`src/rtl/rob_commit_pkg.sv`:
```
// Shared ROB definitions: geometry, opcode encodings and op-class helpers.
// Issue stage, reservation stations and the ROB all decode funcs through these.
package rob_commit_pkg;

    localparam int ROB_DEPTH = 8;
    localparam int TAG_W     = 3;
    localparam int DATA_W    = 16;
    localparam int REG_W     = 4;
    localparam int FUNC_W    = 4;

    localparam logic [FUNC_W-1:0] FUNC_ADD = 4'b0000;
    localparam logic [FUNC_W-1:0] FUNC_SUB = 4'b0001;
    localparam logic [FUNC_W-1:0] FUNC_MUL = 4'b0010;
    localparam logic [FUNC_W-1:0] FUNC_DIV = 4'b0011;
    localparam logic [FUNC_W-1:0] FUNC_BEQ = 4'b0100;
    localparam logic [FUNC_W-1:0] FUNC_BNE = 4'b0101;

    typedef logic [TAG_W:0] ptr_t;

    typedef struct packed {
        logic              valid;
        logic              done;
        logic              mispred;
        logic [FUNC_W-1:0] func;
        logic [REG_W-1:0]  rd;
        logic [DATA_W-1:0] value;
    } rob_entry_t;

    function automatic logic is_add(input logic [FUNC_W-1:0] f);
        return (f == FUNC_ADD) || (f == FUNC_SUB);
    endfunction

    function automatic logic is_mul(input logic [FUNC_W-1:0] f);
        return (f == FUNC_MUL) || (f == FUNC_DIV);
    endfunction

    function automatic logic is_branch(input logic [FUNC_W-1:0] f);
        return (f == FUNC_BEQ) || (f == FUNC_BNE);
    endfunction

endpackage

```
`src/rtl/rob_commit_storage.sv`:
```
// ROB entry array: one alloc port, one CDB port, one head read port,
// a head-retire clear and a clear-all used on branch flush.
module rob_commit_storage
    import rob_commit_pkg::*;
(
    input  logic              clk1,
    input  logic              rst_n,
    input  logic              alloc_we,
    input  logic [TAG_W-1:0]  alloc_idx,
    input  logic [FUNC_W-1:0] alloc_func,
    input  logic [REG_W-1:0]  alloc_rd,
    input  logic              cdb_we,
    input  logic [TAG_W-1:0]  cdb_idx,
    input  logic [DATA_W-1:0] cdb_value,
    input  logic              cdb_mispred,
    input  logic              retire_we,
    input  logic              clear_all,
    input  logic [TAG_W-1:0]  head_idx,
    output logic              head_valid,
    output logic              head_done,
    output logic              head_mispred,
    output logic [FUNC_W-1:0] head_func,
    output logic [REG_W-1:0]  head_rd,
    output logic [DATA_W-1:0] head_value
);

    rob_entry_t ent [ROB_DEPTH];

    always_ff @(posedge clk1 or negedge rst_n) begin
        if (!rst_n) begin
            for (int i = 0; i < ROB_DEPTH; i++) begin
                ent[i] <= '0;
            end
        end else begin
            for (int i = 0; i < ROB_DEPTH; i++) begin
                if (clear_all) begin
                    // flush wins over any CDB write landing on the same edge
                    ent[i].valid <= 1'b0;
                    ent[i].done  <= 1'b0;
                end else begin
                    if (retire_we && (head_idx == TAG_W'(i))) begin
                        ent[i].valid <= 1'b0;
                        ent[i].done  <= 1'b0;
                    end
                    if (alloc_we && (alloc_idx == TAG_W'(i))) begin
                        ent[i].valid   <= 1'b1;
                        ent[i].done    <= 1'b0;
                        ent[i].mispred <= 1'b0;
                        ent[i].func    <= alloc_func;
                        ent[i].rd      <= alloc_rd;
                    end
                    if (cdb_we && (cdb_idx == TAG_W'(i))
                        && ent[i].valid && !ent[i].done) begin
                        ent[i].done    <= 1'b1;
                        ent[i].value   <= cdb_value;
                        ent[i].mispred <= cdb_mispred;
                    end
                end
            end
        end
    end

    always_comb begin
        head_valid   = ent[head_idx].valid;
        head_done    = ent[head_idx].done;
        head_mispred = ent[head_idx].mispred;
        head_func    = ent[head_idx].func;
        head_rd      = ent[head_idx].rd;
        head_value   = ent[head_idx].value;
    end

endmodule

```
`src/rtl/rob_commit.sv`:
```
// ROB pointers, in-order commit and flush decision, registered
// register-file write and RS free pulses toward regbank and the RS.
module rob_commit
    import rob_commit_pkg::*;
(
    input  logic              clk1,
    input  logic              rst_n,
    input  logic              alloc_valid,
    input  logic [FUNC_W-1:0] alloc_func,
    input  logic [REG_W-1:0]  alloc_rd,
    output logic              alloc_ready,
    output logic [TAG_W-1:0]  alloc_tag,
    input  logic              cdb_valid,
    input  logic [TAG_W-1:0]  cdb_tag,
    input  logic [DATA_W-1:0] cdb_value,
    input  logic              cdb_mispred,
    output logic              rf_we,
    output logic [REG_W-1:0]  rf_rd,
    output logic [DATA_W-1:0] rf_wdata,
    output logic [TAG_W-1:0]  rf_tag,
    output logic              add_free,
    output logic              mul_free,
    output logic              bch_free,
    output logic              flush,
    output logic [TAG_W:0]    rob_count
);

    ptr_t head;
    ptr_t tail;

    logic [TAG_W-1:0]  head_idx;
    logic              h_valid;
    logic              h_done;
    logic              h_mis;
    logic [FUNC_W-1:0] h_func;
    logic [REG_W-1:0]  h_rd;
    logic [DATA_W-1:0] h_value;

    logic full;
    logic commit;
    logic flush_now;
    logic alloc_fire;

    logic nxt_we;
    logic nxt_add;
    logic nxt_mul;
    logic nxt_bch;

    assign head_idx  = head[TAG_W-1:0];
    assign alloc_tag = tail[TAG_W-1:0];
    assign rob_count = tail - head;

    rob_commit_storage u_storage (
        .clk1         (clk1),
        .rst_n        (rst_n),
        .alloc_we     (alloc_fire),
        .alloc_idx    (tail[TAG_W-1:0]),
        .alloc_func   (alloc_func),
        .alloc_rd     (alloc_rd),
        .cdb_we       (cdb_valid),
        .cdb_idx      (cdb_tag),
        .cdb_value    (cdb_value),
        .cdb_mispred  (cdb_mispred),
        .retire_we    (commit),
        .clear_all    (flush_now),
        .head_idx     (head_idx),
        .head_valid   (h_valid),
        .head_done    (h_done),
        .head_mispred (h_mis),
        .head_func    (h_func),
        .head_rd      (h_rd),
        .head_value   (h_value)
    );

    always_comb begin
        full = (head[TAG_W-1:0] == tail[TAG_W-1:0])
            && (head[TAG_W] != tail[TAG_W]);
        commit      = h_valid && h_done;
        flush_now   = commit && is_branch(h_func) && h_mis;
        alloc_ready = !full && !flush_now;
        alloc_fire  = alloc_valid && alloc_ready;
    end

    always_comb begin
        nxt_we  = 1'b0;
        nxt_add = 1'b0;
        nxt_mul = 1'b0;
        nxt_bch = 1'b0;
        if (commit) begin
            unique case (1'b1)
                is_add(h_func): begin
                    nxt_we  = 1'b1;
                    nxt_add = 1'b1;
                end
                is_mul(h_func): begin
                    nxt_we  = 1'b1;
                    nxt_mul = 1'b1;
                end
                is_branch(h_func): begin
                    nxt_bch = 1'b1;
                end
                default: begin
                    nxt_we = 1'b1;
                end
            endcase
        end
    end

    always_ff @(posedge clk1 or negedge rst_n) begin
        if (!rst_n) begin
            head <= '0;
            tail <= '0;
        end else begin
            if (commit) begin
                head <= head + ptr_t'(1);
            end
            // a flush leaves the ROB empty just past the retiring branch
            if (flush_now) begin
                tail <= head + ptr_t'(1);
            end else if (alloc_fire) begin
                tail <= tail + ptr_t'(1);
            end
        end
    end

    always_ff @(posedge clk1 or negedge rst_n) begin
        if (!rst_n) begin
            rf_we    <= 1'b0;
            rf_rd    <= '0;
            rf_wdata <= '0;
            rf_tag   <= '0;
            add_free <= 1'b0;
            mul_free <= 1'b0;
            bch_free <= 1'b0;
            flush    <= 1'b0;
        end else begin
            rf_we    <= nxt_we;
            add_free <= nxt_add;
            mul_free <= nxt_mul;
            bch_free <= nxt_bch;
            flush    <= flush_now;
            if (commit) begin
                rf_rd    <= h_rd;
                rf_wdata <= h_value;
                rf_tag   <= head_idx;
            end
        end
    end

endmodule

```
`config.mk`:
```
export PLATFORM = sky130hd
export DESIGN_NAME = rob_commit
export DESIGN_NICKNAME = d
export VERILOG_FILES = /design/src/rtl/rob_commit_pkg.sv /design/src/rtl/rob_commit_storage.sv /design/src/rtl/rob_commit.sv
export SDC_FILE = /design/constraint.sdc
export NUM_CORES = 1
export LEC_CHECK = 0
export CORE_MARGIN = 3
export CORE_UTILIZATION = 50
export DETAILED_ROUTE_END_ITERATION = 8
export GPL_TIMING_DRIVEN = 0
export PLACE_DENSITY = 0.66
export SLEW_MARGIN = 25
export SYNTH_ARGS = -nofsm -noshare
export SYNTH_HDL_FRONTEND = slang
export SYNTH_SLANG_ARGS = --single-unit
```
`constraint.sdc`:
```
create_clock -name clk1 -period 6.6 [get_ports clk1]
set_input_delay 1.32 -clock clk1 [delete_from_list [all_inputs] [get_ports clk1]]
set_output_delay 1.32 -clock clk1 [all_outputs]
set_load 0.05 [all_outputs]
```
== Word level (Yosys, flattened, before mapping) ==
Cells that the tools add are included.

* Add/subtract/negate cells: 3
* Order comparisons: 1
* Equal/unequal tests: 28
* Mux-type cells: 45
* Bitwise logic cells: 2
* Reduce and logical (&&, ||, !) cells: 112

{| class="wikitable"
|+ Operators by type and width
! cell !! count
|-
| $mux 11 || 8
|-
| $bmux 27 s3 || 1
|-
| $mux 27 || 2
|-
| $mux 2 || 24
|-
| $reduce_and 2->1 || 24
|-
| $logic_and 1x1->1 || 46
|-
| $eq 3x3->1 const B || 12
|-
| $reduce_bool 4->1 || 8
|-
| $reduce_bool 3->1 || 8
|-
| $eq 3x2->1 const B || 6
|-
| $reduce_bool 2->1 || 9
|-
| $logic_not 1->1 || 10
|-
| $eq 3x1->1 const B || 3
|-
| $logic_not 3->1 || 3
|-
| $add 4x1->4 const B || 2
|-
| $eq 4x2->1 const B || 2
|-
| $eq 4x3->1 const B || 2
|-
| $mux 1 || 8
|-
| $mux 4 || 2
|-
| $eq 4x1->1 const B || 1
|-
| $ge 4x4->1 const B || 1
|-
| $logic_not 4->1 || 1
|-
| $not 3->4 || 1
|-
| $sub 4x4->4 || 1
|-
| other kinds (4) || 6
|}

* Bits in registers: 252
* Input bits: 32
* Output and inout bits: 36
* Word-level logic and storage cells: 249

== Depth between registers and ports, before layout ==
* Depth after elaboration: 15
* Mapped depth: 11

== Cells and area by module ==
Synthesis repeated with hierarchy kept, for this count alone.

* Cell total of the unflattened synthesis: 740
* Area total of the unflattened synthesis: 11583.6 µm²

{| class="wikitable"
|+ Modules (own cells, without submodules)
! module !! times used !! cells each !! area each (µm²) !! seq. area each (µm²)
|-
| rob_commit_storage || 1 || 619 || 9989.6 || 5405.2
|-
| rob_commit || 1 || 121 || 1594.0 || 900.9
|}

== Worst setup path before layout ==
Ideal clock, no wire load.

* Path kind: flip-flop to output port
* Start point: register head[0]
* End point: output port alloc_ready
* Arrival time: 2564 ps
* Data required time: 5280 ps
* Slack: 2716 ps
* Stages on the path, launching flop included: 9
* Cells stage by stage: dfrtp_1 > inv_2 > mux4_2 > mux2i_1 > or3b_4 > inv_4 > buf_6 > buf_2 > nor2_1

* Cells in the longest elaborated chain, start to end: 10

{| class="wikitable"
|+ RTL lines
! element !! line !! source
|-
| from (decl) || rob_commit.sv:28 || <nowiki>ptr_t head;</nowiki>
|-
| from (signal assigned) || rob_commit.sv:115 || <nowiki>head <= head + ptr_t'(1);</nowiki>
|-
| $not 3->4 (not written as such) * || n/a ||
|-
| $bmux 27 s3 * || n/a ||
|-
| $mux 27 (not written as such) * (2 in series) || rob_commit_storage.sv:64 || <nowiki>head_valid = ent[head_idx].valid;</nowiki>
|-
| $eq 4x3->1 || rob_commit_pkg.sv:38 || <nowiki>return (f == FUNC_BEQ) || (f == FUNC_BNE);</nowiki>
|-
| $logic_or 1x1->1 || rob_commit_pkg.sv:38 ||
|-
| $logic_and 1x1->1 || rob_commit.sv:79 || <nowiki>flush_now = commit && is_branch(h_func) && h_mis;</nowiki>
|-
| $logic_and 1x1->1 * || rob_commit.sv:79 ||
|-
| via flush_now || rob_commit.sv:41 || <nowiki>logic flush_now;</nowiki>
|-
| $logic_not 1->1 * || rob_commit.sv:80 || <nowiki>alloc_ready = !full && !flush_now;</nowiki>
|-
| $logic_and 1x1->1 * || rob_commit.sv:80 ||
|-
| to (decl) || rob_commit.sv:11 || <nowiki>output logic alloc_ready,</nowiki>
|}

The timed path passes the listed nets; every way through them passes the cells marked *. The select of a mux whose other input is x is not followed.

== Final worst setup path ==
* Start point: register head[1]
* End point: output port alloc_ready

The elaborated chain is that of the path after synthesis.

==> flow_summary_export.csv <==
group,metric,value,unit
status,outcome,"complete, no violations",
placement,dp_hpwl,18000,um
floorplan,initial_core_util,0.515,
clock_tree,clockBufferDepth,3,
synthesis,yosys_warnings,0,
sta,rsz0062_at_grt,"false",
final_layout,nets,932,
clock_tree,cts-resized-gates,0,
power,power.share.clock,0.194,
final_layout,area_growth,16.9,%
sta,drv_slew,0,
detailed_routing,num_vias,6797,
setup_path,crit_slowest_cell,"clkdlybuf4s50_1",
floorplan,fp.coreArea,0.0220,mm2
detailed_routing,wl_met3,1350,um
sta,relSlewSlack,0.384,
global_routing,gr-total-overflow,0,
clock_tree,cts_sinks,244,
detailed_routing,wl_met2,13000,um
detailed_routing,drc,0,
power,power_density,548,mW/mm2
worst_hold_path,hold_path_class,"reg -> reg",
floorplan,rows,54,
sta,min_period,5440,ps
synthesis,netlist_area,0.0113,mm2
detailed_routing,wl_met1,11200,um
placement,gp_congestion,0.856,
sta,fin_skew,13.7,ps
sta,finalSetupViolCount,0,
setup_path,cpMostUsedCell,"buf_6",
clock_tree,ctsHoldBuffers,0,
setup_path,worst-setup-path-type,"reg -> out",
clock_tree,cts_buffers,26,
power,power.switching,0.00266,W
power,internal_power,0.00460,W
synthesis,synth-seq-cells,244,
detailed_routing,drtIter0Drc,311,
final_layout,stdcell_area,0.0133,mm2
power,leakagePower,5.86,nW
flow_run,max_cap_viol_count,0,
synthesis,avgSynthCellArea,14.4,um2
floorplan,die_x,157,um
synthesis,synth_top_flop_cell,"dfrtp_1",
detailed_routing,postRouteWirelength,26100,um
floorplan,io_pins,68,
sta,hold_viol_final,0,
global_routing,gr-usage-all-layers,0.221,
setup_path,critPathArrivalTime,4120,ps
sta,tightest_slew,921,ps
setup_path,worst_setup_path_start_kind,"register",
clock_tree,cts_tree,"yes",
setup_path,rrSetupSlack,3010,ps
sta,fin_crit_sh,0.825,
sta,fin_ws,1160,ps
power,swShare,0.366,
power,ir_drop,0.275,mV
worst_hold_path,worstHoldStart,"rf_tag[2]$_DFFE_PN0P_",
synthesis,ys_seq_area_frac,0.538,
setup_path,crit_required,5280,ps
final_layout,diodes,0,
synthesis,synth_edf_count,0,
detailed_routing,routedWlPerCell,22.0,um
power,pwr-share-comb,0.441,
detailed_routing,highest_layer,"met4",
power,power.share.sequential,0.365,
floorplan,die_area,0.0245,mm2
power,total_power,0.00726,W
global_routing,grt_pass1_wl,42200,um
detailed_routing,via_per_inst,5.74,
setup_path,critical-path-max-stage-delay,740,ps
clock_tree,path_clk_slew,60,ps
detailed_routing,ant_nets,0,
placement,place_area,0.0124,mm2
global_routing,antenna_found_initial,0,
worst_hold_path,hold_path_end,"rf_tag[2]$_DFFE_PN0P_",
sta,timing.fmax,184,MHz
setup_path,rr_endpoint,"u_storage.ent[43]$_DFFE_PN0P_",
synthesis,syn_nets,836,
global_routing,grt_pass1_vias,7585,
clock_tree,clkLatencyLatePin,530,ps
setup_path,worst_setup_path_end_kind,"primary output",
clock_tree,post-cts-setup-buffers,0,
placement,place_ws,1670,ps
final_layout,layout-drive-gt1-share,0.356,
placement,portBuffers,66,
floorplan,die_y,157,um
setup_path,r2r_cells,9,
detailed_routing,first_pass_iters,4,
synthesis,ys_async_sr_fraction,1.00,
clock_tree,cts_root_buf,"clkbuf_16",
synthesis,yosysUniqueCellTypes,43,
setup_path,reg2reg_from,"head[2]$_DFFE_PN0P_",
setup_path,crit_chain,"buf_6 -> mux4_2 -> mux2i_1 -> nand4_1 -> or3b_4 -> inv_4 -> buf_6 -> buf_2 -> nor2_1 -> clkdlybuf4s50_1",
global_routing,grt_max_degree,95,
clock_tree,htreeDepth,1,
synthesis,syn_inst,788,
worst_hold_path,hold_depth,1,
setup_path,cp_max_fo,10,
-- power by group through the flow --
stage | registers (W) | clock network, W | logic [W]
floorplan | 0.00279 | 0 | 0.00213
global placement | 0.00260 | 0 | 0.00314
detailed placement | 0.00266 | 0 | 0.00323
CTS | 0.00265 | 0.00144 | 0.00324
global route | 0.00273 | 0.00151 | 0.00345
finish | 0.00265 | 0.00141 | 0.00320
-- synth_stat cells, types with 3 or more instances --
library cell	n	area, um2
nand2_1	76	285
ha_1	15	188
or4_1	6	45.0
buf_6	7	78.8
mux4_2	48	1080
nor2_2	3	18.8
a22oi_1	3	22.5
dfrtp_1	244	6110
nor4_4	7	149
o21ai_0	7	35.0
a31oi_1	20	125
inv_1	21	78.8
o41ai_1	3	26.3
buf_4	8	60.1
buf_1	6	22.5
o31ai_1	5	37.5
nor2_1	31	116
o21bai_1	4	30.0
or3_1	3	18.8
xor2_1	5	43.8
mux2_4	32	480
nand3_1	6	30.0
mux2_2	154	1730
a21oi_1	5	25.0
mux2i_1	19	190
xnor2_1	3	26.3
buf_2	10	50.1
clkbuf_1	13	48.8
-- routing by layer --
metal,up-vias,track usage
li1,3052,-
met1,3562,0.298
met2,144,0.375
met3,39,0.0390
met4,0,0.0550
met5,-,0
-- through the flow --
stage	instances	utilization	TNS (ps)	hold WS, ps
after floorplan	788	-	0	474
after global placement	1134	0.561	-1349990	470
after detailed placement	1136	0.563	0	489
after CTS	1184	0.602	0	503
after global routing	1184	0.602	0	510
final	1184	0.602	0	500
-- logic make-up (layout without fill, tap and decap cells) --
group                      after synthesis  after routing  share of synthesized area
and+or+nand+nor                        144            144                     0.0660
AOI/OAI and AO/OA                       56             56                     0.0329
buffers and inverters                   67            183                     0.0308
DFF                                    244            244                      0.538
xor gates and xnor gates                 8              8                    0.00618
muxes                                  253            253                      0.307
adders and majority gates               16             16                     0.0183
-- flip-flops by register name, summed over array words and instances (netlist names) --
| name | flops |
|---|---|
| rf_wdata | 16 |
| tail | 4 |
| head | 4 |
| u_storage.ent | 208 |
| rf_tag | 3 |
| flush | 1 |
| mul_free | 1 |
| add_free | 1 |
| bch_free | 1 |
| rf_rd | 4 |
| rf_we | 1 |
-- critical path, delay by kind of cell, from the launching register on --
| family | cells | cell delay (ps) |
|---|---|---|
| buf+inv | 5 | 1550 |
| simple gates | 3 | 790 |
| mux | 2 | 780 |
| flops | 1 | 460 |
-- worst max path at each step --
stage / cells after the start / slack (ps) / start / endpoint
floorplan: 8 / 2720 / head[0]$_DFFE_PN0P_ / alloc_ready
global placement: 1 / -5550 / rst_n / u_storage.ent[17]$_DFFE_PN0P_
detailed placement: 10 / 1670 / head[1]$_DFFE_PN0P_ / alloc_ready
CTS: 10 / 1090 / head[1]$_DFFE_PN0P_ / alloc_ready
global route: 10 / 970 / head[1]$_DFFE_PN0P_ / alloc_ready
finish: 10 / 1160 / head[1]$_DFFE_PN0P_ / alloc_ready
-- area by class of cell --
class | instances | area (um2)
buffer | 44 | 264
clock buffer | 41 | 797
clock inverter | 7 | 46.3
fill | 1718 | 8770
inverter | 23 | 88.8
multi-input combinational | 477 | 4880
sequential | 244 | 6110
tap | 280 | 350
timing repair buffer | 68 | 721
-- layout by cell type (no fill, tap or decap), drive strengths merged, types with 3 or more instances in the layout --
cell type        n
a21oi            5
a22oi            3
a31o             3
a31oi           20
buf             31
clkbuf          57
clkdlybuf4s50   65
clkinv           7
dfrtp          244
ha              15
inv             23
mux2           186
mux2i           19
mux4            48
nand2           76
nand3            6
nor2            34
nor4             7
o21ai            7
o21bai           4
o31ai            5
o41ai            3
or3              3
or4              6
xnor2            3
xor2             5
Power figures use the tool's default switching activity.
==> RTL edit: new RTL, same settings <==
The package constant `FUNC_W` goes from 4 to 6.
--- a/src/rtl/rob_commit_pkg.sv
+++ b/src/rtl/rob_commit_pkg.sv
@@ -7,5 +7,5 @@
     localparam int DATA_W    = 16;
     localparam int REG_W     = 4;
-    localparam int FUNC_W    = 4;
+    localparam int FUNC_W    = 6;
 
     localparam logic [FUNC_W-1:0] FUNC_ADD = 4'b0000;
Interface: changed (resized alloc_func); port bits go from 68 to 70. The function was not compared with the original's and may differ.
==> RTL edit against the unedited design <==
Total power grew 9.4%. Wire length grew 11%. Worst hold slack lost 0.019 ns. Final cell count grew 8.3%. Register-to-register slack lost 0.72 ns. Sequential cell count grew 16. Sequential share of layout area shrank 0.18 points. Design area grew 7.0%. Synthesized area grew 6.7%. Utilization shrank 0.13 points. Setup slack lost 0.19 ns. Critical path type unchanged. Largest cell class unchanged.
==> RTL edit: results (changes against the unedited design) <==
status: "completed"
drt_first_pass_iters: 5  # +1
drt-total-wl_um: 28900  # +11%
synth_commonest_cells: "dfrtp_1 (260), mux2_2 (103), nand2_1 (78), mux2_1 (55), mux4_2 (50)"
fill_cells: 1905  # +11%
synthAdderAreaFrac_pct: 1.72  # -0.12 points
synth_area_leaders: "dfrtp_1 (54%), mux2_2 (9.6%), mux4_2 (9.3%), mux2_4 (5.6%), mux2_1 (5.1%)"
hp-start: "u_storage.ent[96]"
tightest_slew_ns: 0.867  # -0.0539 ns
ir_worst_vdd_mv: 0.482  # +75%
worstPathArrival_ns: 4.31  # +0.19 ns
synthCells: 841  # +6.7%
grt_use_met1_pct: 32.8  # +2.9 points
worst-r2r-setup-slack_ns: 2.29  # -0.72 ns
synth_compound_gate_area_share_pct: 5.55  # +2.3 points
worstSkewPairLatency_ns: 0.55  # +0.02 ns
grt_pass1_vias: 7832  # +3.3%
drt-initial-drc-count: 531  # +71%
hpwl_um: 18800  # +4.6%
vias: 7295  # +7.3%
place.gp.congestion: 0.862  # +0.63%
grt_usage_pct: 22.8  # +0.77 points
endpoint_kind: "output pin"
ys_types: 50  # +16%
drive_gt1_share_pct: 30.3  # -5.3 points
portBuffers: 68  # +3.0%
use_met3_pct: 2.85  # -1.1 points
dp_slack_ns: 1.53  # -0.138 ns
grt_max_degree: 90  # -5.3%
placed_area_um2: 13200  # +6.7%
crit_end: "alloc_ready"
ys_seq_area_share_pct: 53.8  # -0.087 points
synth.mux.area_fraction_pct: 30.1  # -0.64 points
hold_path_end: "u_storage.ent[96]"
switching_share_pct: 36.9  # +0.27 points
met2WireLength_um: 14300  # +10%
wl_met3_um: 1040  # -23%
hold_slack_ns: 0.480  # -0.0193 ns
largestRegisters: "u_storage.ent: 224 flops, rf_wdata: 16 flops"
nNetsFinal: 991  # +6.3%
dp_cells: 1230  # +8.3%
fin_crit_sh_pct: 85.4  # +2.9 points
grt_use_met2_pct: 38.2  # +0.73 points
reg2reg_to: "u_storage.ent[228]"
finalClockSkew_ns: 0.0115  # -0.00218 ns
grt_pass1_wl_um: 46300  # +9.7%
synth-xor-area-share_pct: 0.579  # -0.039 points
==> RTL edit: changes by cell type in the layout (fill, tap and decap cells not counted), sizes merged, moves of 8 or more <==
cell	before	now
dfrtp	244	260
nand3	6	18
inv	23	15
mux2	186	203
mux2i	19	5
a21oi	5	35
==> RTL edit: power groups by stage <==
stage	Sequential [mW]	Combinational [mW]	Clock [mW]
after detailed placement	2.84	3.55	0
after global routing	2.92	3.80	1.69
after global placement	2.83	3.46	0
final	2.83	3.53	1.59
after floorplan	2.96	2.39	0
after CTS	2.82	3.56	1.62
==> RTL edit: area by class of cell <==
class                           count  area [um2]  share of cell area, %
Timing Repair Buffer               70         741                   5.22
Multi-Input combinational cell    523        5290                   37.3
Buffer                             43         259                   1.83
Inverter                           15        56.3                  0.397
Clock inverter                     12         149                   1.05
Tap cell                          319         399                   2.81
Sequential cell                   260        6510                   45.9
Clock buffer                       40         786                   5.54
